**config.mk**
```make
export PLATFORM = sky130hd
export DESIGN_NAME = arm_fetch_stage_flat
export DESIGN_NICKNAME = d
export VERILOG_FILES = /design/src/rtl/arm_pkg.sv /design/src/rtl/arm_fetch_stage_if.sv /design/src/rtl/arm_if_id_reg.sv /design/src/rtl/arm_fetch_stage.sv /design/src/flat_wrapper.sv
export SDC_FILE = /design/constraint.sdc
export NUM_CORES = 1
export LEC_CHECK = 0
export ABC_AREA = 1
export CORE_MARGIN = 1.5
export CORE_UTILIZATION = 45
export DETAILED_ROUTE_END_ITERATION = 8
export PLACE_DENSITY_LB_ADDON = 0.2
export REMOVE_ABC_BUFFERS = 1
export SYNTH_ARGS = -nofsm -noshare
export SYNTH_HDL_FRONTEND = slang
export SYNTH_SLANG_ARGS = --single-unit
export TNS_END_PERCENT = 30
```
**constraint.sdc**
```tcl
create_clock -name clk -period 2.05 [get_ports clk]
set_input_delay 0.41 -clock clk [delete_from_list [all_inputs] [get_ports clk]]
set_output_delay 0.41 -clock clk [all_outputs]
set_load 0.1 [all_outputs]
```
**src/rtl/arm_pkg.sv**
```systemverilog
// Shared constants for the 5-stage ARM core pipeline.
package arm_pkg;

    localparam int unsigned ARM_ADDR_W  = 32;
    localparam int unsigned ARM_INSTR_W = 32;
    localparam int unsigned PC_STEP     = 4;
    localparam int unsigned PERF_W      = 32;

    // MOV r0,r0: the architectural no-op used to fill pipeline bubbles
    localparam logic [31:0] NOP_INSTR = 32'hE1A00000;

endpackage

```
**src/rtl/arm_fetch_stage_if.sv**
```systemverilog
// Instruction-memory port between the fetch stage and instruction memory.
interface arm_fetch_stage_if
    import arm_pkg::*;
#(
    parameter int unsigned ADDR_W  = ARM_ADDR_W,
    parameter int unsigned INSTR_W = ARM_INSTR_W
);

    logic [ADDR_W-1:0]  imem_addr;
    logic [INSTR_W-1:0] imem_rdata;
    logic               imem_ready;

    modport master (
        output imem_addr,
        input  imem_rdata,
        input  imem_ready
    );

    modport slave (
        input  imem_addr,
        output imem_rdata,
        output imem_ready
    );

endinterface

```
**src/rtl/arm_if_id_reg.sv**
```systemverilog
// IF/ID pipeline register with hold (freeze) and flush (bubble insert).
// Flush takes priority over hold; reset loads a bubble.
module arm_if_id_reg
    import arm_pkg::*;
#(
    parameter int unsigned ADDR_W  = ARM_ADDR_W,
    parameter int unsigned INSTR_W = ARM_INSTR_W
) (
    input  logic               clk,
    input  logic               rst,
    input  logic               hold,
    input  logic               flush,
    input  logic [ADDR_W-1:0]  pc_in,
    input  logic [INSTR_W-1:0] instr_in,
    output logic [ADDR_W-1:0]  if_id_pc,
    output logic [INSTR_W-1:0] if_id_instr,
    output logic               if_id_valid
);

    // Bubble on reset/flush, keep on hold, otherwise capture the fetch
    always_ff @(posedge clk) begin
        if (rst || flush) begin
            if_id_pc    <= '0;
            if_id_instr <= INSTR_W'(NOP_INSTR);
            if_id_valid <= 1'b0;
        end else if (!hold) begin
            if_id_pc    <= pc_in;
            if_id_instr <= instr_in;
            if_id_valid <= 1'b1;
        end
    end

endmodule

```
**src/rtl/arm_fetch_stage.sv**
```systemverilog
// Instruction fetch stage: PC register, next-PC mux and IF/ID register.
// Optional macro ARM_FETCH_PERF_CNT_EN adds saturating freeze/bubble counters.
module arm_fetch_stage
    import arm_pkg::*;
#(
    parameter int unsigned       ADDR_W   = ARM_ADDR_W,
    parameter int unsigned       INSTR_W  = ARM_INSTR_W,
    parameter logic [ADDR_W-1:0] RESET_PC = '0
) (
    input  logic               clk,
    input  logic               rst,
    input  logic               freeze,
    input  logic               branch_taken,
    input  logic [ADDR_W-1:0]  branch_addr,
    arm_fetch_stage_if.master  imem,
    output logic [ADDR_W-1:0]  if_id_pc,
    output logic [INSTR_W-1:0] if_id_instr,
`ifdef ARM_FETCH_PERF_CNT_EN
    output logic [PERF_W-1:0]  freeze_cycles,
    output logic [PERF_W-1:0]  bubble_cycles,
`endif
    output logic               if_id_valid
);

    logic [ADDR_W-1:0] pc;
    logic [ADDR_W-1:0] pc_plus4;
    logic [ADDR_W-1:0] branch_target;
    logic              flush;
    logic              hold;
    logic              unused_branch_lsbs;

    // Targets are word aligned; the low branch bits are deliberately dropped
    assign branch_target      = {branch_addr[ADDR_W-1:2], 2'b00};
    assign unused_branch_lsbs = ^branch_addr[1:0];
    assign pc_plus4           = pc + ADDR_W'(PC_STEP);

    // A taken branch flushes even under freeze; a memory stall only when not frozen
    assign flush = branch_taken || (!freeze && !imem.imem_ready);
    assign hold  = freeze;

    assign imem.imem_addr = pc;

    // PC update: reset > branch > freeze/stall hold > sequential advance
    always_ff @(posedge clk) begin
        if (rst) begin
            pc <= RESET_PC;
        end else if (branch_taken) begin
            pc <= branch_target;
        end else if (!freeze && imem.imem_ready) begin
            pc <= pc_plus4;
        end
    end

    arm_if_id_reg #(
        .ADDR_W  (ADDR_W),
        .INSTR_W (INSTR_W)
    ) u_if_id_reg (
        .clk         (clk),
        .rst         (rst),
        .hold        (hold),
        .flush       (flush),
        .pc_in       (pc_plus4),
        .instr_in    (imem.imem_rdata),
        .if_id_pc    (if_id_pc),
        .if_id_instr (if_id_instr),
        .if_id_valid (if_id_valid)
    );

`ifdef ARM_FETCH_PERF_CNT_EN
    // Saturating counts of frozen cycles and bubble-inserting cycles
    always_ff @(posedge clk) begin
        if (rst) begin
            freeze_cycles <= '0;
            bubble_cycles <= '0;
        end else begin
            if (freeze && !branch_taken && (freeze_cycles != '1)) begin
                freeze_cycles <= freeze_cycles + PERF_W'(1);
            end
            if (flush && (bubble_cycles != '1)) begin
                bubble_cycles <= bubble_cycles + PERF_W'(1);
            end
        end
    end
`endif

endmodule

```
**src/flat_wrapper.sv**
```systemverilog
// flat-port wrapper written by rule: the top's interface ports become plain ports
module arm_fetch_stage_flat import arm_pkg::*;
#(
    parameter int unsigned       ADDR_W   = ARM_ADDR_W,
    parameter int unsigned       INSTR_W  = ARM_INSTR_W,
    parameter logic [ADDR_W-1:0] RESET_PC = '0
)
  (clk, rst, freeze, branch_taken, branch_addr, if_id_pc, if_id_instr, if_id_valid, imem_imem_addr, imem_imem_rdata, imem_imem_ready);
  arm_fetch_stage_if #(.ADDR_W(ADDR_W), .INSTR_W(INSTR_W)) imem_i ();
  input  logic clk;
  input  logic rst;
  input  logic freeze;
  input  logic branch_taken;
  input  logic [ADDR_W-1:0] branch_addr;
  output logic [ADDR_W-1:0] if_id_pc;
  output logic [INSTR_W-1:0] if_id_instr;
  output logic if_id_valid;
  output wire logic [$bits(imem_i.imem_addr)-1:0] imem_imem_addr;
  input wire logic [$bits(imem_i.imem_rdata)-1:0] imem_imem_rdata;
  input wire logic [$bits(imem_i.imem_ready)-1:0] imem_imem_ready;
  assign imem_imem_addr = imem_i.imem_addr;
  assign imem_i.imem_rdata = imem_imem_rdata;
  assign imem_i.imem_ready = imem_imem_ready;
  arm_fetch_stage #(.ADDR_W(ADDR_W), .INSTR_W(INSTR_W), .RESET_PC(RESET_PC)) u_core (.clk(clk), .rst(rst), .freeze(freeze), .branch_taken(branch_taken), .branch_addr(branch_addr), .imem(imem_i), .if_id_pc(if_id_pc), .if_id_instr(if_id_instr), .if_id_valid(if_id_valid));
endmodule
```
## Yosys cells after proc, flatten, opt, wreduce, memory -nomap -nowiden

Cells that the tools add are included.

| storage, ports and cells | value |
|---|---|
| register bits after elaboration | 97 |
| word-level logic and storage cells | 16 |
| bits of input ports | 69 |

| cells by class | value |
|---|---|
| add/subtract/negate cells | 1 |
| reductions and logical operators | 8 |
| multiplexer cells | 2 |

Operators by type and width:

| kind | count |
|---|---|
| 32-bit 2-to-1 mux | 2 |
| 32-bit by 3-bit adder with 32-bit output (second input constant) | 1 |
| 1-bit logical AND | 2 |
| 1-bit zero test | 2 |
| 1-bit logical OR | 2 |
| 2-bit nonzero test | 1 |
| 2-bit OR reduction | 1 |

## Longest topological paths before layout

Gate-level depths: netlist of run 1.

| depth | value |
|---|---|
| word-level depth | 4 |
| depth in mapped cells | 10 |
| depth with buffers taken out | 10 |

## By module

A second synthesis of run 1 with hierarchy kept.

| unflattened totals | value |
|---|---|
| cell total of the unflattened synthesis | 759 |
| area total of the unflattened synthesis | 4892.2 µm² |

Modules (own cells, without submodules):

| module | area each (µm²) | times used | cells each | sequential area each (µm²) |
|---|---|---|---|---|
| arm_if_id_reg | 2627.5 | 1 | 397 | 1301.2 |
| arm_fetch_stage | 2264.7 | 1 | 362 | 600.6 |

## Worst setup path after synthesis of run 1

OpenSTA, ideal clock, no wires.

| path | value |
|---|---|
| path type | reg2reg |
| from | reg u_core.pc[2] (netlist: u_core.imem.imem_addr[2]) |
| to | reg u_core.u_if_id_reg.if_id_pc[22] |
| cell stages (with the launch flop) | 11 |
| path buffers | 0 |
| data arrival time | 2.204 ns |
| setup slack | -0.267 ns |
| cell sequence | dfxtp_1 ha_1 nand2_2 nor2_4 nand2_4 nor2_4 nand2_1 nand2_1 nand2_1 o21ai_1 inv_1 |

| between the ends | value |
|---|---|
| longest elaborated chain between the ends | 1 |

RTL lines:

| item | RTL line | source |
|---|---|---|
| start, declared | arm_fetch_stage.sv:25 | `logic [ADDR_W-1:0] pc;` |
| start signal, assigned | arm_fetch_stage.sv:48 | `pc <= branch_target;` |
| start signal, assigned | arm_fetch_stage.sv:50 | `pc <= pc_plus4;` |
| 32-bit by 3-bit adder with 32-bit output | arm_fetch_stage.sv:35 | `assign pc_plus4 = pc + ADDR_W'(PC_STEP);` |
| end signal, assigned | arm_if_id_reg.sv:27 | `if_id_pc <= pc_in;` |
| end, declared | arm_if_id_reg.sv:15 | `output logic [ADDR_W-1:0] if_id_pc,` |

Every way passes these cells.
A chain may end at the register's enable or synchronous reset.

## Final worst setup path of run 1

| path | value |
|---|---|
| from | reg u_core.pc[3] (netlist: u_core.imem.imem_addr[3]) |
| to | reg u_core.u_if_id_reg.if_id_pc[24] |

Same word-level chain as after synthesis.

==> impl_metrics.tcl, run 1 <==
set metrics [dict create \
    end_kind "register" \
    start_kind "register" \
    netlist_instances 661 \
    fin_skew_ns 0.00864 \
    syn_area_um2 4440 \
    detail_route.wl_per_cell_um 13.9 \
    root_buffer "clkbuf_8" \
    dieWidth_um 102 \
    grt.overflow.total 0 \
    grt_setup_unrepaired "no" \
    drv_slew 0 \
    synth_cell_types 29 \
    cts_buffer_depth 2 \
    cts_num_sinks 93 \
    total_power_mw 4.45 \
    grt_pass1_wl_um 21000 \
    required_ns 2.30 \
    finalSetupViolCount 0 \
    grt_max_degree 65 \
    grt_pass1_vias 4366 \
    clk_latency_ns 0.36 \
    worst-path-max-fanout 5 \
    dieArea_um2 10500 \
    finalNetCount 883 \
    die_h_um 102 \
    synth-seq-cells 93 \
    start_util_pct 45.8 \
    avgSynthCellArea_um2 6.71 \
    tritoncts "done" \
    ios 166 \
    cp_data_arrival_time_ns 2.04 \
    port_buffers 159 \
    instances_no_fill 951 \
    yosysTopAreaCell "dfxtp_1" \
    maxCapViolCount 0 \
    cts-resized-gates 0 \
    final-hold-violation-count 0 \
    postCtsSetupBuffers 0 \
    first_iter_violations 239 \
    placed_cells 935 \
    grt_usage_pct 25.6 \
    area_delta_synth_final_pct 40.1 \
    antenna_cells 0 \
    powerDensity_nw_per_um2 715 \
    min_period_ns 1.79 \
    remaining_drc_errors 0 \
    place.gp.congestion 0.912 \
    firstDrtPassIters 5 \
    num_rows 36 \
    holdCritPathClass "register to register" \
    htreeDepth 3 \
    ys_top_cells_by_area "dfxtp_1, nand2_1, nor2_1" \
    wirelength_um 13200 \
    ant_nets 0 \
    p_leak_nw 2.87 \
    outcome "completed" \
    via_per_inst 4.91 \
    seq_area_frac_synth_pct 42.0 \
    path_clk_slew_ns 0.09 \
    synth_top_area_share_pct 42.0 \
    antenna_found_initial 0 \
    vdd_ir_drop_max_v 0.000334 \
    cts_hold_buf 0 \
    dp_hpwl_um 9300 \
    clock.fmax_mhz 558 \
    hold_ws_ns 0.468 \
    vias 4669 \
    path_class "register to register" \
    tightest_slew_ns 0.646 \
    drive_gt1_share_pct 18.3 \
    coreArea_um2 9680 \
    slew_headroom_pct 57.0 \
    cts_buffers 9 \
    ys.warnings.count 0 \
    finalCritPeriodShare_pct 87.4 \
]
[per-layer routing]
layer,routed length [µm],track usage [%]
met4,286,10.1
met2,6130,43.3
met5,0,0
met3,1090,4.72
met1,5720,32.3
[placed cells by master (no fill, tap or decap), types with 2 or more instances in the layout]
cell and instances:
nand2_1 207, buf_4 100, dfxtp_1 93, nor2_1 88, inv_1 67, clkdlybuf4s50_1 65, a21oi_1 47, o21ai_0 28
nand3_1 22, o21ai_1 13, xor2_1 10, clkbuf_8 9, nor2_4 8, a31oi_1 8, buf_12 7, a22o_1 6
nor2_2 5, conb_1 4, inv_2 3, nand2_2 3, and2_1 3, a21oi_2 3, xnor2_1 3, nand2_4 2
xor2_2 2, bufinv_16 2, clkinv_2 2
[cells by family (layout without fill, tap and decap cells)]
family          Yosys count  count (layout)  share of synthesized area [%]
buf+inv                 105             259                           9.50
other cells               1               4                         0.0845
flops                    93              93                           42.0
compound gates          107             107                           13.2
xor+xnor                 15              15                           3.30
fa+ha+maj                 1               1                          0.282
simple gates            339             339                           31.7
[worst max-delay path, cell delays in order (launching register included)]
cell and delay [ns]:
dfxtp_1 0.42, ha_1 0.24, nand2_2 0.09, nor2_4 0.19, nand2_2 0.11, nor2_2 0.21
nand2_1 0.07, nand2_1 0.06, nand2_1 0.06, o21ai_0 0.16, inv_1 0.06
[stage by stage]
step / TNS, ns / cell area (µm²) / utilization (%) / setup WS [ns]
global route: 0 / 6220 / 64.2 / 0.110
detailed placement: 0 / 6010 / 62.0 / 0.0864
global placement: 0 / 6010 / 62.0 / 0.184
floorplan: -11.08 / 4290 / - / -0.379
finish: 0 / 6220 / 64.2 / 0.258
CTS: 0 / 6220 / 64.2 / 0.283
[state kept, by name, summed over array words and instances (netlist names)]
name / count
u_core.imem.imem_addr: 30
u_core.u_if_id_reg.if_id_pc: 30
u_core.u_if_id_reg.if_id_instr: 32
u_core.u_if_id_reg.if_id_valid: 1
[final cells by class]
class                           instances  area, µm²
Inverter                               70        263
Clock inverter                          6       86.3
Multi-Input combinational cell        466       2170
Fill cell                             869       3460
Timing Repair Buffer                  173       1550
Tap cell                              133        166
Clock buffer                           10        128
Sequential cell                        93       1860
[worst paths after layout]
| check | from | endpoint | slack [ns] | cells past startpoint |
|---|---|---|---|---|
| worst max-delay path | u_core.imem.imem_addr[3] | u_core.u_if_id_reg.if_id_pc[24] | 0.26 | 10 |
| worst min-delay path | u_core.u_if_id_reg.if_id_instr[16] | u_core.u_if_id_reg.if_id_instr[16] | 0.47 | 2 |
| worst max register to register | u_core.imem.imem_addr[3] | u_core.u_if_id_reg.if_id_pc[24] | 0.26 | 10 |
| worst min register to register | u_core.u_if_id_reg.if_id_instr[16] | u_core.u_if_id_reg.if_id_instr[16] | 0.47 | 2 |
[Yosys cell counts]
cell and n:
a21oi_1 47, a22o_1 6, a31oi_1 8, clkbuf_1 19, inv_2 3, nor2_4 8
xnor2_1 3, nand2_1 207, nand2_2 3, o21ai_0 28, xor2_2 2, ha_1 1
nor3_2 1, dfxtp_1 93, xor2_1 10, nor2_2 4, conb_1 1, buf_1 4
a21oi_2 3, inv_1 67, buf_4 5, nor2_1 89, o21ai_1 13, nand2_4 2
nand3_1 22, a2111oi_0 1, a21o_1 1, and2_1 3, buf_2 7
[power breakdown]
| group | internal [mW] | total [mW] | switching, mW |
|---|---|---|---|
| clock network | 0.688 | 1.35 | 0.658 |
| registers | 1.88 | 1.95 | 0.0708 |
| logic | 0.324 | 1.15 | 0.829 |
| total | 2.89 | 4.45 | 1.56 |
No activity file was read; power rests on OpenSTA's default activity.
==> inputs of run 2 (changes only) <==
--- a/config.mk
+++ b/config.mk
@@ -11,6 +11,7 @@
 export DETAILED_ROUTE_END_ITERATION = 8
 export PLACE_DENSITY_LB_ADDON = 0.2
 export REMOVE_ABC_BUFFERS = 1
+export SETUP_SLACK_MARGIN = 0.2
 export SYNTH_ARGS = -nofsm -noshare
 export SYNTH_HDL_FRONTEND = slang
 export SYNTH_SLANG_ARGS = --single-unit
==> impl_metrics.tcl, run 2 (same netlist as run 1, synthesis figures left out) <==
set metrics [dict create \
    layout_commonest_cell "nand2_1" \
    dr_wl_met2_um 6230 \
    clock.fmax_mhz 583 \
    grt.overflow.total 0 \
    fill_cells 868 \
    grt_usage_pct 25.6 \
    dieArea_um2 10500 \
    pwr-share-seq_pct 43.8 \
    internal_power_mw 2.89 \
    tightest_slew_ns 0.662 \
    cts_buffers 9 \
    root_buffer "clkbuf_8" \
    ant_nets 0 \
    antenna_cells 0 \
    remaining_drc_errors 0 \
    swShare_pct 35.1 \
    cts_num_sinks 93 \
    firstDrtPassIters 5 \
    grt_pass1_wl_um 21000 \
    cp_data_arrival_time_ns 1.96 \
    finalCritPeriodShare_pct 83.7 \
    power.share.clock_pct 30.3 \
    via_per_inst 4.91 \
    tritoncts "done" \
    cpPeakStageDelay_ns 0.38 \
    crit_path_top_delay_cell "dfxtp_2" \
    drv_slew 0 \
    p_leak_nw 2.87 \
    coreArea_um2 9680 \
    clk_latency_ns 0.36 \
    ios 166 \
    fin_skew_ns 0.00750 \
    detail_route.wl_per_cell_um 14.0 \
    post-route-util_pct 64.2 \
    start_kind "register" \
    postCtsSetupBuffers 0 \
    num_rows 36 \
    dr_wl_met3_um 1020 \
    final_cell_mix "nand2_1, buf_4, dfxtp_1, nor2_1, inv_1" \
    cp_cell_sequence "ha_1 -> nand2_2 -> nor2_4 -> nand2_2 -> nor2_2 -> nand2_1 -> nand2_1 -> nand2_1 -> o21ai_0 -> inv_1" \
    area_delta_synth_final_pct 40.2 \
    first_iter_violations 244 \
    start_util_pct 45.8 \
    required_ns 2.30 \
    grt_setup_unrepaired "no" \
    htreeDepth 3 \
    worst-path-max-fanout 5 \
    grt_max_degree 65 \
    dieWidth_um 102 \
    powerDensity_nw_per_um2 716 \
    drive_gt1_share_pct 18.5 \
    dp_hpwl_um 9300 \
    vdd_ir_drop_max_v 0.000334 \
    port_buffers 159 \
    top_layer "met4" \
    outcome "completed" \
    place.gp.congestion 0.912 \
    setup_tns_ns 0 \
    finalNetCount 883 \
    regMostFlops "u_core.u_if_id_reg.if_id_instr" \
    cts_buffer_depth 2 \
    grt_pass1_vias 4366 \
    end_kind "register" \
    antenna_found_initial 0 \
    path_clk_slew_ns 0.09 \
    met1_length_um 5770 \
    slew_headroom_pct 55.9 \
    maxCapViolCount 0 \
    path_class "register to register" \
    crit_path_frequent_cell "nand2_1" \
    final-hold-violation-count 0 \
    die_h_um 102 \
    largest_reg_flops 32 \
    finalSetupViolCount 0 \
    vias 4672 \
    p_comb_share_pct 25.9 \
    holdCritPathClass "register to register" \
    wirelength_um 13300 \
    min_period_ns 1.72 \
    netSwitchingPower_mw 1.56 \
]
## run 2: cell type report
type                    instances  area (µm²)  share of cell area [%]
inverters                      70         263                    4.22
flip-flops and latches         93        1860                    29.9
clock buffers                  10         128                    2.05
well taps                     133         166                    2.67
multi-input cells             466        2170                    34.9
repair buffers                173        1550                    24.9
clock inverters                 6        86.3                    1.39
## run 2: metal layers
layer | track usage [%] | vias to the layer above
met4 | 10.1 | 0
met2 | 43.3 | 182
li1 | - | 2343
met1 | 32.3 | 2123
met3 | 4.72 | 24
met5 | 0 | -
## run 2: power by group through the flow
stage               clock, mW  sequential (mW)  combinational, mW
global placement            0             1.99               1.14
finish                   1.35             1.95               1.15
detailed placement          0             1.99               1.15
global route             1.44             1.96               1.22
CTS                      1.37             1.95               1.16
floorplan                   0             2.49              0.242
## run 2: repair_timing
item                       4_1_cts  5_1_grt
resized for setup                0        1
hold buffers                     0        0
setup endpoints to repair        0       11
## run 2: worst paths after layout
check	start	to	slack (ns)	cells after the start
setup / recovery	u_core.imem.imem_addr[3]	u_core.u_if_id_reg.if_id_pc[24]	0.33	10
hold / removal	u_core.u_if_id_reg.if_id_instr[16]	u_core.u_if_id_reg.if_id_instr[16]	0.47	2
setup reg to reg	u_core.imem.imem_addr[3]	u_core.u_if_id_reg.if_id_pc[24]	0.33	10
hold reg to reg	u_core.u_if_id_reg.if_id_instr[16]	u_core.u_if_id_reg.if_id_instr[16]	0.47	2
## run 2: stage by stage
stage,total power [mW],instances,setup WS [ns],hold slack [ns],instance area [µm²]
floorplan,2.73,629,-0.379,0.472,4290
global placement,3.13,935,0.184,0.450,6010
detailed placement,3.14,935,0.0864,0.458,6010
CTS,4.47,951,0.283,0.472,6220
global route,4.62,951,0.209,0.487,6220
finish,4.45,951,0.335,0.469,6220
## run 2: critical path: cells and delay by family (launching register included)
| kind | cells | cell delay [ns] |
|---|---|---|
| flops | 1 | 0.38 |
| fa+ha+maj | 1 | 0.21 |
| buf+inv | 1 | 0.06 |
| simple gates | 7 | 0.77 |
| compound gates | 1 | 0.16 |
